[src/rtl/seq_divider_32.sv]
// Multi-cycle restoring divider: one quotient bit per clock, signed or unsigned.
// Sign handling is done by dividing magnitudes and fixing signs in a final cycle.
module seq_divider_32 #(
    parameter int unsigned WIDTH = 32
) (
    input  logic             clk,
    input  logic             rst,
    input  logic             start,
    input  logic             is_signed,
    input  logic [WIDTH-1:0] dividend,
    input  logic [WIDTH-1:0] divisor,
    output logic             busy,
    output logic             done,
    output logic             div_zero,
    output logic [WIDTH-1:0] quotient,
    output logic [WIDTH-1:0] remainder
);

    localparam int unsigned CntW = $clog2(WIDTH);
    localparam logic [CntW-1:0] LastCnt = CntW'(WIDTH - 1);

    typedef enum logic [1:0] {StIdle, StRun, StFix, StDone} state_e;

    state_e            state_q, state_d;
    logic [CntW-1:0]   count_q, count_d;
    logic [WIDTH-1:0]  p_q, p_d;        // partial remainder
    logic [WIDTH-1:0]  a_q, a_d;        // dividend bits shift out, quotient bits shift in
    logic [WIDTH-1:0]  dvs_q, dvs_d;    // divisor magnitude
    logic              neg_q_q, neg_q_d;
    logic              neg_r_q, neg_r_d;
    logic              busy_q, busy_d;
    logic              done_q, done_d;
    logic              div_zero_q, div_zero_d;
    logic [WIDTH-1:0]  quotient_q, quotient_d;
    logic [WIDTH-1:0]  remainder_q, remainder_d;

    logic [WIDTH:0]    p_shift;
    logic [WIDTH:0]    trial;
    logic [WIDTH-1:0]  abs_dvd;
    logic [WIDTH-1:0]  abs_dvs;

    // Next-state logic: operand capture, one restoring step per RUN cycle, sign fix-up.
    always_comb begin
        state_d     = state_q;
        count_d     = count_q;
        p_d         = p_q;
        a_d         = a_q;
        dvs_d       = dvs_q;
        neg_q_d     = neg_q_q;
        neg_r_d     = neg_r_q;
        div_zero_d  = div_zero_q;
        quotient_d  = quotient_q;
        remainder_d = remainder_q;

        abs_dvd = (is_signed && dividend[WIDTH-1]) ? -dividend : dividend;
        abs_dvs = (is_signed && divisor[WIDTH-1])  ? -divisor  : divisor;
        // P stays below the divisor, so WIDTH bits hold it between steps.
        p_shift = {p_q, a_q[WIDTH-1]};
        trial   = p_shift - {1'b0, dvs_q};

        unique case (state_q)
            StIdle: begin
                if (start) begin
                    if (divisor == '0) begin
                        quotient_d  = '1;
                        remainder_d = dividend;
                        div_zero_d  = 1'b1;
                        state_d     = StDone;
                    end else begin
                        div_zero_d = 1'b0;
                        a_d        = abs_dvd;
                        dvs_d      = abs_dvs;
                        p_d        = '0;
                        neg_q_d    = is_signed & (dividend[WIDTH-1] ^ divisor[WIDTH-1]);
                        neg_r_d    = is_signed & dividend[WIDTH-1];
                        count_d    = '0;
                        state_d    = StRun;
                    end
                end
            end
            StRun: begin
                if (!trial[WIDTH]) begin
                    p_d = trial[WIDTH-1:0];
                    a_d = {a_q[WIDTH-2:0], 1'b1};
                end else begin
                    p_d = p_shift[WIDTH-1:0];
                    a_d = {a_q[WIDTH-2:0], 1'b0};
                end
                count_d = count_q + 1'b1;
                if (count_q == LastCnt) begin
                    state_d = StFix;
                end
            end
            StFix: begin
                quotient_d  = neg_q_q ? -a_q : a_q;
                remainder_d = neg_r_q ? -p_q : p_q;
                state_d     = StDone;
            end
            StDone: begin
                state_d = StIdle;
            end
            default: begin
                state_d = StIdle;
            end
        endcase

        busy_d = (state_d == StRun) || (state_d == StFix);
        done_d = (state_d == StDone);
    end

    // State and output registers; reset discards any operation in flight.
    always_ff @(posedge clk or posedge rst) begin
        if (rst) begin
            state_q     <= StIdle;
            count_q     <= '0;
            p_q         <= '0;
            a_q         <= '0;
            dvs_q       <= '0;
            neg_q_q     <= 1'b0;
            neg_r_q     <= 1'b0;
            busy_q      <= 1'b0;
            done_q      <= 1'b0;
            div_zero_q  <= 1'b0;
            quotient_q  <= '0;
            remainder_q <= '0;
        end else begin
            state_q     <= state_d;
            count_q     <= count_d;
            p_q         <= p_d;
            a_q         <= a_d;
            dvs_q       <= dvs_d;
            neg_q_q     <= neg_q_d;
            neg_r_q     <= neg_r_d;
            busy_q      <= busy_d;
            done_q      <= done_d;
            div_zero_q  <= div_zero_d;
            quotient_q  <= quotient_d;
            remainder_q <= remainder_d;
        end
    end

    assign busy      = busy_q;
    assign done      = done_q;
    assign div_zero  = div_zero_q;
    assign quotient  = quotient_q;
    assign remainder = remainder_q;

endmodule
[config.mk]
export PLATFORM = sky130hd
export DESIGN_NAME = seq_divider_32
export DESIGN_NICKNAME = d
export VERILOG_FILES = /design/src/rtl/seq_divider_32.sv
export SDC_FILE = /design/constraint.sdc
export NUM_CORES = 1
export LEC_CHECK = 0
export ABC_AREA = 1
export BUFFER_PORTS_ARGS = -buffer_cell sky130_fd_sc_hd__buf_2
export CORE_AREA = 3 3 162 164
export CTS_CLUSTER_DIAMETER = 60
export DETAILED_ROUTE_END_ITERATION = 10
export DIE_AREA = 0 0 165 167
export GPL_TIMING_DRIVEN = 0
export PLACE_DENSITY_LB_ADDON = 0.1
export SLEW_MARGIN = 10
export SYNTH_ARGS = -nofsm -noshare
export SYNTH_HDL_FRONTEND = slang
export SYNTH_SLANG_ARGS = --single-unit
[constraint.sdc]
create_clock -name clk -period 5.1 [get_ports clk]
set_input_delay 0.255 -clock clk [delete_from_list [all_inputs] [get_ports clk]]
set_output_delay 0.255 -clock clk [all_outputs]
set_load 0.01 [all_outputs]
==> results of run 1 <==
[through the flow]
step	utilization (%)	setup TNS [ns]	hold WS (ns)	cells	setup slack, ns
final	61.2	0	0.105	2698	2.23
after global routing	61.2	0	0.111	2698	1.98
after CTS	61.2	0	0.0987	2698	2.25
after detailed placement	58.8	0	0.347	2665	2.29
after global placement	58.7	-280.99	0.459	2664	-1.66
after floorplan	-	0	0.403	2200	0.185
[layer usage]
layer  global-route usage, %  share of wire [%]  vias up
met3                    6.49                9.0      162
met2                    57.2                 44      844
met4                    19.7                6.2        0
met5                       0                  0        -
li1                        -                  -     7353
met1                    48.5                 41     7192
[final timing paths]
kind	startpoint	end	slack, ns
setup reg to reg	a_q[31]	p_q[21]	2.23
setup / recovery	a_q[31]	p_q[21]	2.23
hold / removal	divisor[30]	dvs_q[30]	0.11
hold reg to reg	remainder[23]	remainder[23]	0.48
min in group asynchronous	rst	remainder[7]	0.41
max in group asynchronous	rst	quotient[31]	3.78
[sequential cells by signal, summed over array words and instances (netlist names), 2 cells and up]
| signal | cells |
|---|---|
| dvs_q | 32 |
| state_q | 2 |
| count_q | 5 |
| remainder | 32 |
| p_q | 32 |
| a_q | 32 |
| quotient | 32 |
[synth_stat cells, types with 2 or more instances]
| master | number |
|---|---|
| buf_2 | 17 |
| and2_1 | 6 |
| o21ai_1 | 14 |
| inv_1 | 312 |
| o211ai_1 | 10 |
| nand2_1 | 692 |
| buf_1 | 5 |
| a21oi_1 | 88 |
| or2_2 | 5 |
| nand3_2 | 2 |
| nand3_1 | 250 |
| nand3b_1 | 19 |
| nand2_2 | 7 |
| nor2_1 | 214 |
| xor2_1 | 26 |
| nor3b_1 | 2 |
| o21ai_0 | 131 |
| xnor2_1 | 11 |
| buf_6 | 3 |
| buf_4 | 4 |
| nor2_2 | 3 |
| o21bai_1 | 5 |
| a21o_1 | 2 |
| o41ai_1 | 2 |
| ha_1 | 39 |
| o22ai_1 | 14 |
| nand4_1 | 20 |
| inv_2 | 6 |
| o21a_1 | 6 |
| a31oi_1 | 14 |
| nor4_1 | 4 |
| clkbuf_1 | 42 |
| dfrtp_1 | 172 |
| a22o_1 | 2 |
| nor3_1 | 37 |
[report_power, final]
group | switching, W | internal, W | leakage, nW
combinational | 0.00507 | 0.00248 | 5.72
clock | 0.000658 | 0.000695 | 0.286
sequential | 0.000675 | 0.00207 | 2.04
[area by class of cell]
cell class                 instances  area (sq um)  share of cell area (%)
multi-input combinational       1637          7770                    50.7
sequential                       172          4300                    28.1
inverter                         320          1210                    7.90
timing repair buffer             136           708                    4.62
clock buffer                      18           429                    2.80
tap                              330           413                    2.69
buffer                            71           325                    2.12
clock inverter                    14           160                    1.05
[cell families (layout without fill, tap and decap cells)]
family	after synthesis	count (layout)	share of synthesized area [%]
adders and majority gates	40	40	3.73
and+or+nand+nor	1265	1265	39.2
xor gates and xnor gates	37	37	2.38
buffers and inverters	391	559	11.2
DFF	172	172	31.6
AOI/OAI and AO/OA	295	295	11.8
[worst register-to-register path, delay by kind of cell (launching register included)]
kind	cells	cell delay, ns
and+or+nand+nor	13	1.20
DFF	1	0.36
buffers and inverters	3	0.49
adders and majority gates	2	0.71
==> summary.md, run 1 <==
| Metric | Value |
|---|---|
| Status | complete, no violations |
| Normalized max-slew margin | roughly 28% |
| Syn Nets | approximately 2,300 |
| F_max | 0.349 GHz |
| Worst path max stage delay | about 0.43 ns |
| Pwr Density | 760 mW/mm^2 |
| Final Power | 0.0116 W |
| Post-synthesis area per instance | just over 6 sq um |
| Asr flop ratio synth | 100% |
| Share of synthesized area occupied by flip-flops and latches | a little under a third |
| Period utilisation layout | between 50% and 60% |
| Worst Skew | 0.0155 ns |
| Worst Path Arrival | around 3.2 ns |
| Setup bufs post-CTS | 0 |
| Slew @ Worst Pin | ~1.1 ns |
| Synth area leader | dfrtp_1 |
| Synth area leaders | dfrtp_1 (32%), nand2_1 (19%), nand3_1 (9.2%) |
| Final #Nets | approximately 2,500 |
| Clk slew on worst S/H paths | 0.07 ns |
| Via density | slightly below 6 |
| WP depth | 18 |
| Tmin final | between 2 and 3 ns |
| Syn Std Cell Area | around 0.014 sq mm |
| Final instance area | between 0.015 and 0.02 sq mm |
| Cts bufs inserted | 17 |
| Std cell rows | slightly below 60 |
| Sink Count | 172 |
| EDFF count, synth | 0 |
| Hpwl dp | a little over 40,000 microns |
| Syn Inst Count | approximately 2,200 |
| Critical path cell sequence | inv_1 -> ha_1 -> fa_1 -> inv_1 -> nand2_1 -> nand2_1 -> nand3_1 -> nand2_1 -> nand2_1 -> nand2_1 -> nand2_2 -> nand2_1 -> nand2_2 -> nand2_2 -> buf_2 -> nand2_1 -> nand3_1 -> nand2_1 |
| Reg2Reg Depth | 18 |
| Vias in the first global route | 14,604 |
| WP data required | ~5.4 ns |
| Most frequent CP cell | nand2_1 |
| Synth-to-layout area growth | 12.6% |
| First-pass GRT wire length | approximately 79,000 microns |
| Antenna violations before repair | 0 |
| CTS tree | built |
| Detailed-route via count | around 16,000 |
| DRT iter0 DRCs | between 1,500 and 2,000 |
| Fin. max-slew vios | 0 |
| CORE AREA | 0.0250 sq mm |
| Die height | 167 microns |
| Antenna cells | 0 |
| Area share of the largest cell type after synthesis | between 30% and 40% |
| Crit path max-delay family | simple AND/OR/NAND/NOR gates |
| DRC | 0 |
| Gpl congestion | 1.01 |
| PostCTS Resize Cnt | 0 |
| Tot GR Track Use | a little under two fifths |
| Layout cells sized above 1 | a little under a tenth |
| Pleak | between 8 and 9 nW |
| Final setup vio count | 0 |
| Clk Latency, worst-skew pair | around 0.44 ns |
| Worst path buffer plus inverter count | 3 |
| Grt total ovfl | 0 |
| YS warnings | 0 |
| Starting Density | 54.3% |
| Hold depth | 4 |
| Synthesized flop and latch total | 172 |
| DIE WIDTH | 165 microns |
| Max-Cap Viols | 0 |
| Worst IR drop on VDD | between 0.0004 and 0.0005 V |
| Filler cell count | ~2,500 |
| DR pass1 iterations | 6 |
| Worst hold path type | in -> reg |
| Ports | 135 |
| Root Driver | clkbuf_16 |
| Drt wl/cell | around 19 microns |
| Critical Path Fanout Max | 10 |
| Setup CP Type | reg -> reg |
| Port Buffers | around 130 |
| Most common cell after layout, fill and taps aside | nand2_1 |
| Ys flop type | dfrtp_1 |
| Post-DRT Antenna Nets | 0 |
| Startpoint types | flop |
| Synth cell types | 49 |
| Final Hold Vio Count | 0 |
| Die ar. | approximately 0.028 sq mm |
| CP endpoint kind | flop |
| Pin count of the biggest net entering global routing | between 90 and 100 |
| Post-placement cell area | 0.0147 sq mm |
| Final wirelength | ~51,000 microns |
| Max Root-Sink Buffers | 2 |
| H-tree levels | 4 |
| CP max stage cell | fa_1 |
| Most frequent cells in the layout | nand2_1 (692), inv_1 (311), nand3_1 (250) |
| RSZ-0062 raised after global routing | false |
| Count of hold-fix buffers inserted at cts | 1 |
Power figures use the tool's default switching activity.
==> inputs of run 2 (changes only) <==
==> constraint.sdc (replaced) <==
create_clock -name clk -period 2.5 [get_ports clk]
set_input_delay 0.125 -clock clk [delete_from_list [all_inputs] [get_ports clk]]
set_output_delay 0.125 -clock clk [all_outputs]
set_load 0.01 [all_outputs]
==> run 2 against run 1 <==
  * Non-clock buffer count is 9 higher
  * Sequential cell count stayed put
  * Power is 110% higher
  * Maximum frequency is 19% higher
  * Sequential share of layout area is 0.54 points lower
  * Clock power is 110% higher
  * Die area stayed put
  * Highest routed layer unchanged
==> summary.md, run 2 (synthesized netlist as in run 1, its figures left out) <==
| Metric | Value |
|---|---|
| CTS tree | built |
| Antenna cells | 0 |
| Pwr Density | roughly 1600 mW/mm^2 |
| Hpwl dp | between 40,000 and 50,000 microns |
| Reg2Reg Depth | 14 |
| DIE WIDTH | 165 microns |
| Status | complete, no violations |
| Worst Path Arrival | between 2 and 3 ns |
| Layout cells sized above 1 | 11.4% |
| Tot GR Track Use | a little over a third |
| Post-DRT Antenna Nets | 0 |
| Clk Latency, worst-skew pair | 0.44 ns |
| Seq pwr share | a little under a quarter |
| Detailed-route via count | about 15,000 |
| Clk slew on worst S/H paths | roughly 0.080 ns |
| Worst Skew | between 0.02 and 0.025 ns |
| Pleak | roughly 8 nW |
| Die ar. | 0.0276 sq mm |
| Drt wl/cell | between 15 and 20 microns |
| Comb pwr share | about two thirds |
| Vias in the first global route | between 10,000 and 15,000 |
| Filler cell count | 2,518 |
| Final worst slack | 0.0826 ns |
| Final wirelength | slightly above 50,000 microns |
| H-tree levels | 4 |
| Normalized max-slew margin | roughly 46% |
| WP depth | 14 |
| Via density | between 5 and 6 |
| Std cell rows | 58 |
| Synth-to-layout area growth | 15.2% |
| Fin cells | 2,707 |
| WP data required | between 2 and 3 ns |
| Tmin final | about 2.4 ns |
| Critical Path Fanout Max | 10 |
| Final #Nets | 2,472 |
| Starting Density | 54.3% |
| Final setup vio count | 0 |
| Max-Cap Viols | 0 |
| Dpl ws | -0.253 ns |
| Die height | ~170 microns |
| Slew @ Worst Pin | approximately 0.81 ns |
| Worst path buffer plus inverter count | 4 |
| CP endpoint kind | flop |
| Reg-to-Reg End | p_q[21] |
| Most frequent cells in the layout | nand2_1 (688), inv_1 (308), nand3_1 (248) |
| Most common cell after layout, fill and taps aside | nand2_1 |
| Grt total ovfl | 0 |
| Setup CP Type | reg -> reg |
| Max Root-Sink Buffers | 2 |
| Sink Count | between 150 and 200 |
| Worst path max stage delay | a little under 0.5 ns |
| Internal power | ~0.011 W |
| Root Driver | clkbuf_16 |
| Sw power | 0.0132 W |
| Period utilisation layout | 96.7% |
| DR pass1 iterations | 8 |
| Critical path cell sequence | ha_1 -> nand2_1 -> inv_1 -> nand2_1 -> inv_1 -> nand2_1 -> inv_1 -> a21oi_4 -> nand3_2 -> nand2_4 -> buf_6 -> nand2_1 -> nand3_1 -> nand2_1 |
| F_max | 0.414 GHz |
| Fin. max-slew vios | 0 |
| Antenna violations before repair | 0 |
| Ports | ~140 |
| Worst hold path type | in -> reg |
| Cts bufs inserted | 17 |
| Reg2reg start | p_q[24] |
| Switch share | a little over half |
| DRC | 0 |
| Port Buffers | ~130 |
| CORE AREA | about 0.025 sq mm |
| DRT iter0 DRCs | roughly 1,800 |
| Worst Hold End | remainder[1] |
| R2r setup slk | approximately 0.083 ns |
| Hold depth | 3 |
| Placed cell count | 2,669 |
| Crit path max-delay family | simple AND/OR/NAND/NOR gates |
| Most frequent CP cell | nand2_1 |
| CP max stage cell | dfrtp_1 |
| Worst IR drop on VDD | 0.000870 V |
| Startpoint types | flop |
| Gpl congestion | just over 1 |
| Pin count of the biggest net entering global routing | 39 |
| Clock network power share | a little under an eighth |
| HP Start | dividend[1] |
| Final Hold Vio Count | 0 |
| First-pass GRT wire length | 77,100 microns |
run 2: worst max-delay path by stage:
stage | start | endpoint | slack, ns
floorplan | rst | a_q[0] | 0.18
global placement | rst | dvs_q[26] | -0.89
detailed placement | a_q[31] | p_q[21] | -0.25
CTS | dvs_q[6] | p_q[3] | 0.0009
global route | p_q[25] | p_q[3] | -0.04
finish | p_q[24] | p_q[21] | 0.08
run 2: metrics by stage:
stage          utilization, %  cell area, sq um  TNS, ns  power, W  hold WS (ns)
2_1_floorplan               -             13600        0    0.0158         0.273
3_3_place_gp             58.7             14700  -153.85    0.0202         0.423
3_5_place_dp             59.1             14800    -5.76    0.0205         0.165
4_1_cts                  61.9             15500        0    0.0234       0.00232
5_1_grt                  62.6             15700   -0.231    0.0265       0.00151
6_report                 62.6             15700        0    0.0244       0.00120
run 2: worst reg2reg max path, stage by stage (launching register included):
cell	delay, ns
dfrtp_1	0.49
ha_1	0.43
nand2_1	0.10
inv_1	0.06
nand2_1	0.09
inv_1	0.06
nand2_1	0.08
inv_1	0.08
a21oi_4	0.22
nand3_2	0.17
nand2_4	0.14
buf_6	0.15
nand2_1	0.10
nand3_1	0.09
nand2_1	0.06
run 2: power groups by stage:
stage	Combinational, W	Sequential [W]	Clock, W
after floorplan	0.0105	0.00534	0
after global placement	0.0147	0.00551	0
after detailed placement	0.0149	0.00557	0
after CTS	0.0152	0.00553	0.00276
after global routing	0.0178	0.00580	0.00290
final	0.0160	0.00566	0.00278
run 2: layer usage:
layer	track usage, %	wire length [microns]
met3	5.70	4500
met5	0	0
met4	16.7	2650
met2	57.2	22600
met1	48.3	20600
run 2: timing repair:
| item | CTS | global route |
|---|---|---|
| hold buffers | 5 | 0 |
| endpoints found under the hold margin | 21 | 0 |
| setup endpoints to repair | 35 | 38 |
| gates resized for setup | 13 | 55 |
| pin swaps | 0 | 1 |
| buffers inserted | 0 | 1 |
run 2: layout make-up:
type | count | area (sq um) | share of cell area [%]
buffer | 71 | 358 | 2.28
clock buffer | 18 | 429 | 2.74
clock inverter | 14 | 178 | 1.13
inverter | 320 | 1210 | 7.69
multi-input combinational | 1637 | 7950 | 50.7
sequential | 172 | 4320 | 27.6
tap | 330 | 413 | 2.63
timing repair buffer | 145 | 828 | 5.28
